===== src/rtl/hilo_pkg.sv =====
// Shared types and defaults for the HI/LO register unit.
package hilo_pkg;

  localparam int unsigned HILO_DATA_W     = 32;
  localparam int unsigned HILO_PIPE_DEPTH = 2;

  typedef struct packed {
    logic                   vhi;
    logic                   vlo;
    logic [HILO_DATA_W-1:0] hi;
    logic [HILO_DATA_W-1:0] lo;
  } hilo_entry_t;

  localparam hilo_entry_t HILO_RESET_ENTRY = '0;

  // Drop both valid bits when the entry is squashed; data is left as-is.
  function automatic hilo_entry_t hilo_squash(input hilo_entry_t e, input logic flush);
    hilo_entry_t r;
    r     = e;
    r.vhi = e.vhi & ~flush;
    r.vlo = e.vlo & ~flush;
    return r;
  endfunction

endpackage


===== src/rtl/hilo_reg_unit_fwd_sel.sv =====
// Youngest-valid select across in-flight stages (index 0 youngest), falling back to arch.
module hilo_fwd_sel #(
  parameter int unsigned DEPTH = 2,
  parameter int unsigned W     = 32
) (
  input  logic [DEPTH-1:0]        valid,
  input  logic [DEPTH-1:0][W-1:0] data,
  input  logic [W-1:0]            arch,
  output logic [W-1:0]            sel
);

  always_comb begin
    sel = arch;
    // Walk oldest to youngest so the youngest valid stage is written last.
    for (int unsigned k = DEPTH; k > 0; k--) begin
      if (valid[k-1]) sel = data[k-1];
    end
  end

endmodule


===== src/rtl/hilo_reg_unit.sv =====
// HI/LO register pair with a squashable commit pipeline and read forwarding.
// Define HILO_FORWARD_EN for forwarding; otherwise reads see arch only and Stall flags hazards.
module hilo_reg_unit
  import hilo_pkg::*;
#(
  parameter int unsigned PIPE_DEPTH = HILO_PIPE_DEPTH,
  parameter int unsigned DATA_W     = HILO_DATA_W
) (
  input  logic              Clk,
  input  logic              Reset,
  input  logic              WrHiEn,
  input  logic              WrLoEn,
  input  logic [DATA_W-1:0] WrHiData,
  input  logic [DATA_W-1:0] WrLoData,
  input  logic              ReadHi,
  input  logic              ReadLo,
  input  logic              Flush,
  output logic [DATA_W-1:0] HiOut,
  output logic [DATA_W-1:0] LoOut,
  output logic              Stall,
  output logic              Pending
);

`ifdef HILO_FORWARD_EN
  localparam bit FWD_EN = 1'b1;
`else
  localparam bit FWD_EN = 1'b0;
`endif

  // Entry width comes from hilo_entry_t, so DATA_W is expected to equal HILO_DATA_W.
  hilo_entry_t stage [PIPE_DEPTH];
  logic [DATA_W-1:0] hi_arch, lo_arch;

  logic [PIPE_DEPTH-1:0]             vhi_vec, vlo_vec;
  logic [PIPE_DEPTH-1:0][DATA_W-1:0] hi_vec, lo_vec;

  always_ff @(posedge Clk) begin
    if (Reset) begin
      hi_arch <= '0;
      lo_arch <= '0;
      for (int unsigned k = 0; k < PIPE_DEPTH; k++) stage[k] <= HILO_RESET_ENTRY;
    end else begin
      // The oldest stage is past the point of no return and commits even under Flush.
      if (stage[PIPE_DEPTH-1].vhi) hi_arch <= stage[PIPE_DEPTH-1].hi;
      if (stage[PIPE_DEPTH-1].vlo) lo_arch <= stage[PIPE_DEPTH-1].lo;
      for (int unsigned k = 0; k + 1 < PIPE_DEPTH; k++) begin
        stage[k+1] <= hilo_squash(stage[k], Flush);
      end
      stage[0] <= '{vhi: WrHiEn & ~Flush, vlo: WrLoEn & ~Flush, hi: WrHiData, lo: WrLoData};
    end
  end

  always_comb begin
    for (int unsigned k = 0; k < PIPE_DEPTH; k++) begin
      vhi_vec[k] = stage[k].vhi;
      vlo_vec[k] = stage[k].vlo;
      hi_vec[k]  = stage[k].hi;
      lo_vec[k]  = stage[k].lo;
    end
  end

  // Without forwarding the selectors see no valid stages and return arch directly.
  hilo_fwd_sel #(.DEPTH(PIPE_DEPTH), .W(DATA_W)) u_hi_sel (
    .valid (FWD_EN ? vhi_vec : '0),
    .data  (hi_vec),
    .arch  (hi_arch),
    .sel   (HiOut)
  );

  hilo_fwd_sel #(.DEPTH(PIPE_DEPTH), .W(DATA_W)) u_lo_sel (
    .valid (FWD_EN ? vlo_vec : '0),
    .data  (lo_vec),
    .arch  (lo_arch),
    .sel   (LoOut)
  );

  assign Pending = (|vhi_vec) | (|vlo_vec);
  assign Stall   = ~FWD_EN & ((ReadHi & (|vhi_vec)) | (ReadLo & (|vlo_vec)));

endmodule


===== config.mk =====
export PLATFORM = sky130hd
export DESIGN_NAME = hilo_reg_unit
export DESIGN_NICKNAME = d
export VERILOG_FILES = /design/src/rtl/hilo_pkg.sv /design/src/rtl/hilo_reg_unit_fwd_sel.sv /design/src/rtl/hilo_reg_unit.sv
export SDC_FILE = /design/constraint.sdc
export NUM_CORES = 1
export LEC_CHECK = 0
export BUFFER_PORTS_ARGS = -buffer_cell sky130_fd_sc_hd__buf_2
export CAP_MARGIN = 20
export CORE_UTILIZATION = 40
export CTS_BUF_LIST = sky130_fd_sc_hd__clkbuf_16
export DETAILED_ROUTE_END_ITERATION = 10
export GPL_ROUTABILITY_DRIVEN = 0
export PLACE_DENSITY_LB_ADDON = 0.12
export SETUP_SLACK_MARGIN = 0.5
export SLEW_MARGIN = 10
export SYNTH_ARGS = -nofsm -noshare
export SYNTH_HDL_FRONTEND = slang
export SYNTH_SLANG_ARGS = --single-unit
export TNS_END_PERCENT = 50

===== constraint.sdc =====
create_clock -name Clk -period 1.8 [get_ports Clk]
set_input_delay 0.36 -clock Clk [delete_from_list [all_inputs] [get_ports Clk]]
set_output_delay 0.36 -clock Clk [all_outputs]
set_load 0.03 [all_outputs]

==> summary.txt <==
Status
  • Status: finished, final reports clean

Final layout
  • Core Util, Final: 0.547
  • P&R area growth vs syn: 31.8%
  • Commonest cells after routing, fill and taps aside: dfxtp_1 (142), nor2b_1 (128), buf_2 (69)
  • # nets final: 696
  • Share of cells above drive strength 1: 0.357
  • # diodes: 0
  • Most common cell after layout, fill and taps aside: dfxtp_1

STA
  • Worst hold slack: 0.142 ns
  • Final WS setup: 0.0298 ns
  • RSZ-0062 raised after global routing: true
  • Fmax: 565 MHz
  • Final setup viols: 0
  • Final Skew: 0.00590 ns
  • Setup TNS: 0 ns
  • Period utilization: 0.983
  • Worst-Margin Slew: 0.425 ns
  • Slew HR: 0.717
  • Fin crit period: 1.77 ns
  • Slew Viols, Final: 0
  • Final hold violation count: 0

Global routing
  • Initial antenna violation count: 0
  • Largest net degree at the start of global routing: 49
  • Total gr overflow: 0
  • Wire length of the first global-routing pass: 15.2 mm
  • Vias in the first global route: 3,260
  • GR Util All Layers: 0.133

Synthesis
  • Part of the Yosys area used for sequential elements: 0.674
  • Mean Syn Cell Area: 11.9 µm²
  • Gate Count Post-Synth: 490
  • FF+latch count, synth: 196
  • Total of warnings raised by yosys: 0
  • Syn Nets: 561
  • Synth cell types: 13
  • Mapped cell area: 0.00582 mm²

Clock tree
  • Htree depth: 4
  • CTS max path bufs: 2
  • Hold buffer count at cts: 0
  • # Post-CTS Setup Buffers: 0
  • Clock root cell: clkbuf_16
  • Clock Latency Late Sink: 0.41 ns
  • Clock transition at path regs: 0.07 ns
  • Total CTS buffers: 17
  • CTS tree: yes
  • CTS Sinks: 196

Drt
  • Number of iterations in the first detailed-routing pass: 4
  • Initial drt markers: 114
  • Drc violations: 0
  • Drt via density: 4.28
  • Via count: 3,504
  • Antenna Nets Post-Route: 0
  • Final wirelength: 9.69 mm
  • Average wire per standard cell: 11.8 µm

Critical path
  • Worst path arrival time: 1.41 ns
  • Crit-path max FO: 3
  • CP endpoint kind: output pin
  • CP max stage delay: 0.52 ns
  • Crit path max-delay family: simple AND/OR/NAND/NOR gates
  • Kind of critical path: reg2out
  • Crit-path slowest cell: or4_4
  • Worst path cell trace: or4_4 -> buf_6
  • CP Launch Type: flip-flop
  • CP bufs+invs: 1
  • Req. time, crit path: 1.44 ns

Die
  • Die W: 123 µm
  • DIE HEIGHT: 123 µm
  • Rows: 43
  • Die Area: 0.0150 mm²
  • Initial Utilization: 0.415
  • IO Pins: 137
  • CORE AREA: 0.0140 mm²

Pwr
  • PwrDens: 1080 mW/mm²
  • Static Leak: 3.15 nW
  • Peak supply drop: 689 µV

Job
  • Maxcap violations: 0

Placement
  • DPL Wire Length: 6.30 mm
  • Port bufs: 136
  • Worst slack, placed: 0.438 ns

Worst hold path
  • Worst hold path class: in2reg
[worst reg2reg max path: stages (launching register included)]
cell	delay (ns)
dfxtp_2	0.35
buf_6	0.36
mux2i_1	0.27
nor2_1	0.06
[cells by family after synthesis]
family                 synth area share
and+or+nand+nor                   0.186
buffers and inverters            0.0284
AOI/OAI and AO/OA               0.00172
DFF                               0.674
muxes                             0.110
[layer usage]
metal  wire (µm)  part of all wire  up-vias  global-route usage
met2        4450              0.46       90               0.208
met1        4410              0.46     1597               0.157
li1            -                 -     1807                   -
met4         134             0.014        0              0.0534
met3         691             0.071       10              0.0623
met5           0                 0        -                   0
[per-stage QoR]
step	instance area, µm²	cells	power [mW]
detailed placement	6670	786	4.92
global route	7670	818	8.61
global placement	6670	786	4.91
CTS	7410	818	8.38
finish	7670	818	8.26
floorplan	5830	490	4.80
[state kept, by name, summed over array words and instances (netlist names)]
name / count
hi_arch: 32
stage: 132
lo_arch: 32
[power breakdown]
part / total (mW) / internal [mW] / switching (mW)
sequential: 4.51 / 4.48 / 0.0322
clock: 3.43 / 1.89 / 1.53
combinational: 0.322 / 0.172 / 0.150
[Yosys cell counts]
master    count  area, µm²
or4_4         1       11.3
and2_1        4       25.0
clkbuf_1      2       7.51
mux2i_1      64        641
buf_1         1       3.75
buf_4         7       52.6
nor2b_1     128        801
buf_2        18       90.1
buf_6         1       11.3
nand2_1       1       3.75
o21ai_0       2       10.0
dfxtp_1     196       3920
nor2_1       65        244
[final cells by class]
class,instances,area [µm²]
fillers,1205,6370
clock buffers,17,425
repair buffers,145,1180
multi-input cells,265,1740
well taps,180,225
flip-flops and latches,196,3990
clock inverters,15,116
[path summary, 6_finish.rpt]
kind / cells past startpoint / endpoint / slack, ns / start
max reg2reg: 3 / lo_arch[1] / 0.64 / stage[0][130]
min: 2 / stage[0][65] / 0.14 / WrHiEn
min reg2reg: 1 / stage[0][113] / 0.43 / stage[0][47]
max: 2 / Pending / 0.03 / stage[0][64]
[what timing repair did]
| action | 4_1_cts | 5_1_grt |
|---|---|---|
| cloned | 0 | 0 |
| setup endpoints to repair | 68 | 86 |
| hold endpoints to repair | 0 | 0 |
| pin swaps | 1 | 0 |
| gates resized for setup | 74 | 140 |
(Power assumes the default switching activity.)
